`config.mk`:
```
export PLATFORM = sky130hd
export DESIGN_NAME = muldiv_control_seq
export DESIGN_NICKNAME = d
export VERILOG_FILES = /design/src/rtl/muldiv_control_seq.sv
export SDC_FILE = /design/constraint.sdc
export NUM_CORES = 1
export LEC_CHECK = 0
export ABC_AREA = 1
export ABC_CLOCK_PERIOD_IN_PS = 1200
export BUFFER_PORTS_ARGS = -buffer_cell sky130_fd_sc_hd__buf_2
export CORE_MARGIN = 3
export CORE_UTILIZATION = 39
export CTS_CLUSTER_SIZE = 14
export DETAILED_ROUTE_END_ITERATION = 7
export GPL_TIMING_DRIVEN = 1
export PLACE_DENSITY = 0.79
export SYNTH_ARGS = -nofsm -noshare
export SYNTH_HDL_FRONTEND = slang
export SYNTH_SLANG_ARGS = --single-unit
```
`constraint.sdc`:
```
create_clock -name clk -period 1.2 [get_ports clk]
set_clock_uncertainty 0.05 [all_clocks]
set_input_delay 0.12 -clock clk [delete_from_list [all_inputs] [get_ports clk]]
set_output_delay 0.12 -clock clk [all_outputs]
set_load 0.02 [all_outputs]
```
`src/rtl/muldiv_control_seq.sv`:
```
// Control sequencer for the mul/div datapath: runs one MUL or DIV instruction
// (fetch, operand transfer, clocked ALU, LO/HI writeback) and drives the datapath strobes.
module muldiv_control_seq #(
   parameter logic [4:0] OP_MUL     = 5'b01111,
   parameter logic [4:0] OP_DIV     = 5'b10000,
   parameter int         ALU_CYCLES = 1
) (
   input  logic        clk,
   input  logic        clr,
   input  logic        start,
   input  logic        mem_ready,
   input  logic [31:0] ir,
   output logic        busy,
   output logic        done,
   output logic        err,
   output logic        pc_enable,
   output logic        pc_out,
   output logic        mar_in,
   output logic        pc_increment,
   output logic        mdr_read,
   output logic        mdr_enable,
   output logic        mdr_out,
   output logic        ir_enable,
   output logic        y_enable,
   output logic        zlo_enable,
   output logic        zhi_enable,
   output logic        zlo_out,
   output logic        zhi_out,
   output logic        lo_enable,
   output logic        hi_enable,
   output logic [15:0] r_out,
   output logic [4:0]  op_code
);

   localparam int ALU_N = (ALU_CYCLES < 1) ? 1 : ALU_CYCLES;
   localparam int CW    = (ALU_N > 1) ? $clog2(ALU_N) : 1;

   typedef enum logic [3:0] {
      S_IDLE,
      S_T0,
      S_T1,
      S_T2,
      S_T3,
      S_T4,
      S_T5,
      S_T6,
      S_DONE
   } state_t;

   state_t        state;
   state_t        state_next;
   logic [4:0]    opc_q;
   logic [3:0]    ra_q;
   logic [3:0]    rb_q;
   logic [CW-1:0] alu_cnt;
   logic          legal_op;
   logic          unused_ir;

   assign legal_op  = (opc_q == OP_MUL) || (opc_q == OP_DIV);
   assign unused_ir = ^ir[18:0];

   always_ff @(posedge clk or negedge clr) begin
      if (!clr) begin
         state <= S_IDLE;
      end else begin
         state <= state_next;
      end
   end

   // Fields are latched on the edge that enters T3, so later IR changes cannot disturb the instruction.
   always_ff @(posedge clk or negedge clr) begin
      if (!clr) begin
         opc_q <= '0;
         ra_q  <= '0;
         rb_q  <= '0;
      end else if (state == S_T2) begin
         opc_q <= ir[31:27];
         ra_q  <= ir[26:23];
         rb_q  <= ir[22:19];
      end
   end

   always_ff @(posedge clk or negedge clr) begin
      if (!clr) begin
         alu_cnt <= '0;
      end else if (state == S_T3) begin
         alu_cnt <= CW'(ALU_N - 1);
      end else if ((state == S_T4) && (alu_cnt != '0)) begin
         alu_cnt <= alu_cnt - CW'(1);
      end
   end

   always_comb begin
      state_next = state;
      unique case (state)
         S_IDLE: if (start)     state_next = S_T0;
         S_T0:                  state_next = S_T1;
         S_T1:   if (mem_ready) state_next = S_T2;
         S_T2:                  state_next = S_T3;
         S_T3:   state_next = legal_op ? S_T4 : S_IDLE;
         S_T4:   if (alu_cnt == '0) state_next = S_T5;
         S_T5:                  state_next = S_T6;
         S_T6:                  state_next = S_DONE;
         S_DONE:                state_next = S_IDLE;
         default:               state_next = S_IDLE;
      endcase
   end

   // Pure state decode; T3 and T4 also use the latched fields, which are registers too.
   always_comb begin
      busy         = (state != S_IDLE);
      done         = 1'b0;
      err          = 1'b0;
      pc_enable    = 1'b0;
      pc_out       = 1'b0;
      mar_in       = 1'b0;
      pc_increment = 1'b0;
      mdr_read     = 1'b0;
      mdr_enable   = 1'b0;
      mdr_out      = 1'b0;
      ir_enable    = 1'b0;
      y_enable     = 1'b0;
      zlo_enable   = 1'b0;
      zhi_enable   = 1'b0;
      zlo_out      = 1'b0;
      zhi_out      = 1'b0;
      lo_enable    = 1'b0;
      hi_enable    = 1'b0;
      r_out        = '0;
      op_code      = '0;
      unique case (state)
         S_T0: begin
            pc_out       = 1'b1;
            mar_in       = 1'b1;
            pc_increment = 1'b1;
         end
         S_T1: begin
            mdr_read   = 1'b1;
            mdr_enable = 1'b1;
         end
         S_T2: begin
            mdr_out   = 1'b1;
            ir_enable = 1'b1;
         end
         S_T3: begin
            if (legal_op) begin
               r_out    = 16'h0001 << ra_q;
               y_enable = 1'b1;
            end else begin
               err = 1'b1;
            end
         end
         S_T4: begin
            r_out      = 16'h0001 << rb_q;
            op_code    = opc_q;
            zlo_enable = 1'b1;
            zhi_enable = 1'b1;
         end
         S_T5: begin
            zlo_out   = 1'b1;
            lo_enable = 1'b1;
         end
         S_T6: begin
            zhi_out   = 1'b1;
            hi_enable = 1'b1;
         end
         S_DONE: done = 1'b1;
         default: ;
      endcase
   end

endmodule

```
==> results of run 1 <==
-- power groups by stage --
stage	Sequential [mW]	Combinational, mW	Clock [mW]
floorplan	1.12	1.45	0
global placement	1.13	2.15	0
detailed placement	1.15	2.19	0
CTS	1.15	3.28	0.382
global route	1.25	4.14	0.414
finish	1.23	3.91	0.395
-- cell type report --
class                      instances  area (µm²)
tap                               44        55.1
multi-input combinational        140        1030
inverter                          25        98.8
clock buffer                       4        36.3
fill                             150         370
timing repair buffer             109        1060
sequential                        18         453
-- kinds of logic after synthesis --
family / after synthesis / synth area share (%)
buf+inv: 35 / 13.5
other cells: 1 / 0.289
simple gates: 122 / 44.9
compound gates: 17 / 6.65
flops: 18 / 34.7
-- routing by layer --
layer / track usage [%] / wire (µm) / up-vias
met3: 2.50 / 482 / 27
met1: 30.7 / 2170 / 861
met4: 11.6 / 238 / 0
met2: 43.0 / 3200 / 134
met5: 0 / 0 / -
li1: - / - / 803
-- repair_timing --
item / in CTS / in global routing
gates resized for setup: 120 / 61
cloned: 2 / 0
hold buffers: 14 / 0
hold endpoints to repair: 31 / 0
setup buffers: 14 / 10
endpoints found under the setup margin: 49 / 55
pin swaps: 14 / 17
-- worst paths after layout --
path,from,end
max in group asynchronous,clr,state[0]
min in group asynchronous,clr,opc_q[2]
min,mem_ready,state[1]
max reg2reg,state[1],state[0]
min reg2reg,alu_cnt,state[0]
max,rb_q[2],r_out[5]
-- worst reg2reg max path, cell delays in order (launching register included) --
cell	delay, ps
dfrtp_1	450
inv_2	80
buf_4	140
buf_6	120
nor2_4	120
nand2_2	80
buf_4	130
buf_4	130
nand3_2	70
nand2_1	70
nand2_1	80
-- Yosys cell counts (all sizes together) --
cell type	n	area share [%]
nand3	5	1.9
nor2	23	13
dfrtp	18	35
inv	25	7.4
nand2	74	22
o22ai	1	0.48
nand3b	2	1.2
nor3	18	6.9
o21ai	16	6.2
conb	1	0.29
buf	10	6.1
-- stage by stage --
step / util [%] / TNS [ps] / total power, mW / instances / area, µm²
global route: 88.1 / -28430 / 5.80 / 340 / 2730
CTS: 80.6 / -21170 / 4.82 / 336 / 2500
floorplan: - / -5740 / 2.57 / 193 / 1350
detailed placement: 57.5 / -6840 / 3.34 / 304 / 1790
global placement: 57.5 / -6170 / 3.28 / 304 / 1790
finish: 88.1 / -25250 / 5.54 / 340 / 2730
-- flip-flops by register name, summed over array words and instances, names as in the netlist --
signal and cells:
opc_q 5, ra_q 4, state 4, alu_cnt 1, rb_q 4
==> flow_metrics.tcl, run 1 <==
set metrics [dict create \
    run_status "finished, violations left" \
    failed_checks "negative setup slack" \
    ir_drop_uv 1280 \
    p_per_area_nw_per_um2 2030 \
    layout.nets 333 \
    rr_worst_depth 10 \
    cp_data_arrival_time_ps 1900 \
    fin_crit_sh_pct 172 \
    viasPerCell 5.37 \
    root_buffer "clkbuf_4" \
    synth_area_um2 1300 \
    finalSetupViolCount 55 \
    io_buffers 54 \
    period_needed_ps 2070 \
    antenna_cells 0 \
    critPathMaxStageDelay_ps 520 \
    p_sw_share_pct 49.1 \
    rows 20 \
    final_cell_mix "buf_6 (44), nand2_2 (35), nand2_1 (27), buf_4 (26), buf_2 (18)" \
    via_count 1825 \
    track_usage_pct 24.8 \
    cpMaxStageDelayCell "nor3_1" \
    report.final.hold_viol_count 0 \
    cp-end-kind "output pin" \
    die-width_um 63.7 \
    dr.pass1.iters 5 \
    area_delta_synth_final_pct 110 \
    crit_family "simple AND/OR/NAND/NOR gates" \
    coreArea_um2 3100 \
    grt_pass1_vias 1676 \
    required_ps 1030 \
    wl_um 6100 \
    drv_slew 0 \
    rsz0062_at_grt "true" \
    numCtsBuffers 3 \
    io_pins 75 \
    drt-wirelength-per-cell_um 17.9 \
    whs_path_depth 3 \
    p_int_mw 2.82 \
    dp_hpwl_um 2570 \
    die_area_um2 4060 \
    clock-sinks 18 \
    power_frac_comb_pct 70.6 \
    antenna_found_initial 0 \
    syn_inst 193 \
    leakage_nw 1.41 \
    critical_path_depth 5 \
    start_kind "flop" \
    synth.yosys.seq_area_share_pct 34.7 \
    synth_seq_cells 18 \
    fp.dieH_um 63.7 \
    worst_slack_ps -866 \
    initial_utilization_pct 41.9 \
    whs_ps 93.8 \
    max_freq_mhz 484 \
    clockPowerShare_pct 7.1 \
    synth_fp_nets 229 \
    ant_nets 0 \
    worstSetupPathType "flop to output pin" \
    max_cap_viol_count 0 \
    avgSynthCellArea_um2 6.73 \
    path_cells "inv_1 > nor3_1 > nand2_1 > nand2_2 > buf_6" \
    cp_max_fo 6 \
    relSlewSlack_pct 61.4 \
    drt-initial-drc-count 202 \
    final_layout_size_suffix_gt1_share_pct 64.5 \
    grt_pass1_wl_um 7870 \
    tritoncts "yes" \
    r2r_setup_slack_ps -390 \
    p_sw_mw 2.72 \
    clkTransAtPathRegs_ps 120 \
    grt_max_degree 19 \
    yosysWarnings 0 \
    worst_slew_pin_slew_ps 575 \
    dp_slack_ps -274 \
    sequentialPowerShare_pct 22.3 \
    layout.cells.most_common "buf_6" \
    synth_cell_types 20 \
    hp-class "primary input to flop" \
    drcViolationCount 0 \
    htree_levels 1 \
    routabilityCongestion 0.795 \
    overflow 0 \
    clock_latency_ps 310 \
    max-clock-path-buffers 2 \
    critical_path_buf_inv_count 2 \
]
Power figures use the tool's default switching activity.
==> inputs of run 2 (changes only) <==
CELL_PAD_IN_SITES_DETAIL_PLACEMENT = 0   (was unset)
CELL_PAD_IN_SITES_GLOBAL_PLACEMENT = 1   (was unset)
CORE_UTILIZATION = 26   (was 39)
PLACE_DENSITY = 0.8   (was 0.79)
==> flow_metrics.tcl, run 2 (synthesized netlist as in run 1, its figures left out) <==
set metrics [dict create \
    dp_hpwl_um 2950 \
    routabilityCongestion 0.825 \
    die-width_um 76.7 \
    initial_utilization_pct 27.1 \
    reg2reg_to "state[2]" \
    die_area_um2 5880 \
    fp.dieH_um 76.7 \
    whs_path_depth 3 \
    worst_slack_ps -548 \
    area_delta_synth_final_pct 105 \
    dp.cells 331 \
    rsz0062_at_grt "true" \
    final_layout_size_suffix_gt1_share_pct 64.1 \
    cpMaxStageDelayCell "dfrtp_1" \
    clock_latency_ps 260 \
    period_needed_ps 1750 \
    r2r_setup_slack_ps -270 \
    stdcell_area_um2 2660 \
    r2r-start "state[0]" \
    grt_pass1_wl_um 7380 \
    ant_nets 0 \
    track_usage_pct 15.4 \
    p_per_area_nw_per_um2 2020 \
    io_buffers 54 \
    drt-wirelength-per-cell_um 12.0 \
    ir_drop_uv 916 \
    path_cells "buf_6 > nand2_4 > nor2_4 > inv_4 > nor2_4 > buf_12 > nand2_1 > nand2_2 > buf_4" \
    via_count 1537 \
    clock-sinks 18 \
    antenna_cells 0 \
    max-clock-path-buffers 2 \
    fin_crit_sh_pct 146 \
    run_status "finished, violations left" \
    dr.pass1.iters 4 \
    hp-class "primary input to flop" \
    antenna_found_initial 0 \
    largest-register "opc_q" \
    htree_levels 1 \
    cp_max_fo 8 \
    finalSetupViolCount 54 \
    viasPerCell 4.25 \
    stdcell_count 362 \
    drv_slew 0 \
    whs_ps 22.9 \
    grt_max_degree 19 \
    cp_data_arrival_time_ps 1580 \
    failed_checks "negative setup slack" \
    io_pins 75 \
    worstSetupPathType "flop to output pin" \
    start_kind "flop" \
    timing.critical_path.mode_cell "nor2_4" \
    layout.cells.most_common "buf_6" \
    coreArea_um2 4790 \
    clkTransAtPathRegs_ps 70 \
    rr_worst_depth 9 \
    critPathMaxStageDelay_ps 390 \
    fin_tns_setup_ps -18950 \
    max_cap_viol_count 0 \
    wl_um 4340 \
    drcViolationCount 0 \
    leakage_nw 1.37 \
    largest_reg_flops 5 \
    grt_pass1_vias 1551 \
    nFillCells 425 \
    dp_slack_ps -301 \
    root_buffer "clkbuf_8" \
    required_ps 1030 \
    rows 25 \
    holdPathEnd "opc_q[4]" \
    drt-initial-drc-count 61 \
    numCtsBuffers 3 \
    max_freq_mhz 572 \
    layout.nets 332 \
    final_cell_mix "buf_6 (48), buf_4 (39), nand2_2 (34), nand2_1 (32), dfrtp_1 (18)" \
    cp-end-kind "output pin" \
    hold_start "ir[31]" \
    overflow 0 \
    tritoncts "yes" \
    placed_area_um2 1840 \
    report.final.hold_viol_count 0 \
]
[run 2: cell types whose count changed in the layout (fill, tap and decap cells not counted), sizes merged]
cell / change
buf: +12
dlygate4sd3: -13
[run 2: what timing repair did]
item,4_1_cts,5_1_grt
resized for setup,141,27
endpoints found under the hold margin,18,0
endpoints found under the setup margin,54,55
hold buffers,1,0
gates cloned,1,0
buffers inserted,21,11
pin swaps,17,12
[run 2: metal layers]
| metal | share of wire, % | global-route usage (%) |
|---|---|---|
| met4 | 0.65 | 2.17 |
| met5 | 0 | 0 |
| met3 | 4.6 | 3.52 |
| met1 | 43 | 20.3 |
| met2 | 52 | 26.1 |
[run 2: worst max path at each step]
| stage | startpoint | endpoint | slack, ps | cells after the start |
|---|---|---|---|---|
| 6_report | state[0] | r_out[0] | -550 | 9 |
| 2_1_floorplan | state[2] | mdr_read | -210 | 4 |
| 4_1_cts | opc_q[2] | r_out[0] | -520 | 8 |
| 5_1_grt | state[1] | r_out[3] | -650 | 8 |
| 3_3_place_gp | opc_q[2] | r_out[8] | -260 | 8 |
| 3_5_place_dp | state[0] | r_out[2] | -300 | 8 |
[run 2: power breakdown]
part           switching [mW]  internal, mW  total [mW]
logic                    1.92          1.82        3.74
clock network           0.208         0.292       0.500
registers               0.262         0.873        1.14
total                    2.39          2.99        5.38
[run 2: final cells by class]
cell class                      count  area (µm²)  area share [%]
Clock buffer                        4        55.1            2.07
Tap cell                           67        83.8            3.15
Multi-Input combinational cell    140         958            36.0
Inverter                           25         104            3.90
Timing Repair Buffer              108        1010            38.0
Sequential cell                    18         450            16.9
[run 2: critical path, delay by kind of cell, from the launching register on]
| family | cells | cell delay [ps] |
|---|---|---|
| flip-flops | 1 | 390 |
| buffers and inverters | 4 | 460 |
| AND/OR/NAND/NOR | 5 | 460 |
[run 2: per-stage QoR]
step	utilization, %	power, mW
global placement	38.5	3.40
floorplan	-	2.57
global route	55.6	5.78
CTS	52.9	5.11
detailed placement	38.5	3.44
finish	55.6	5.38
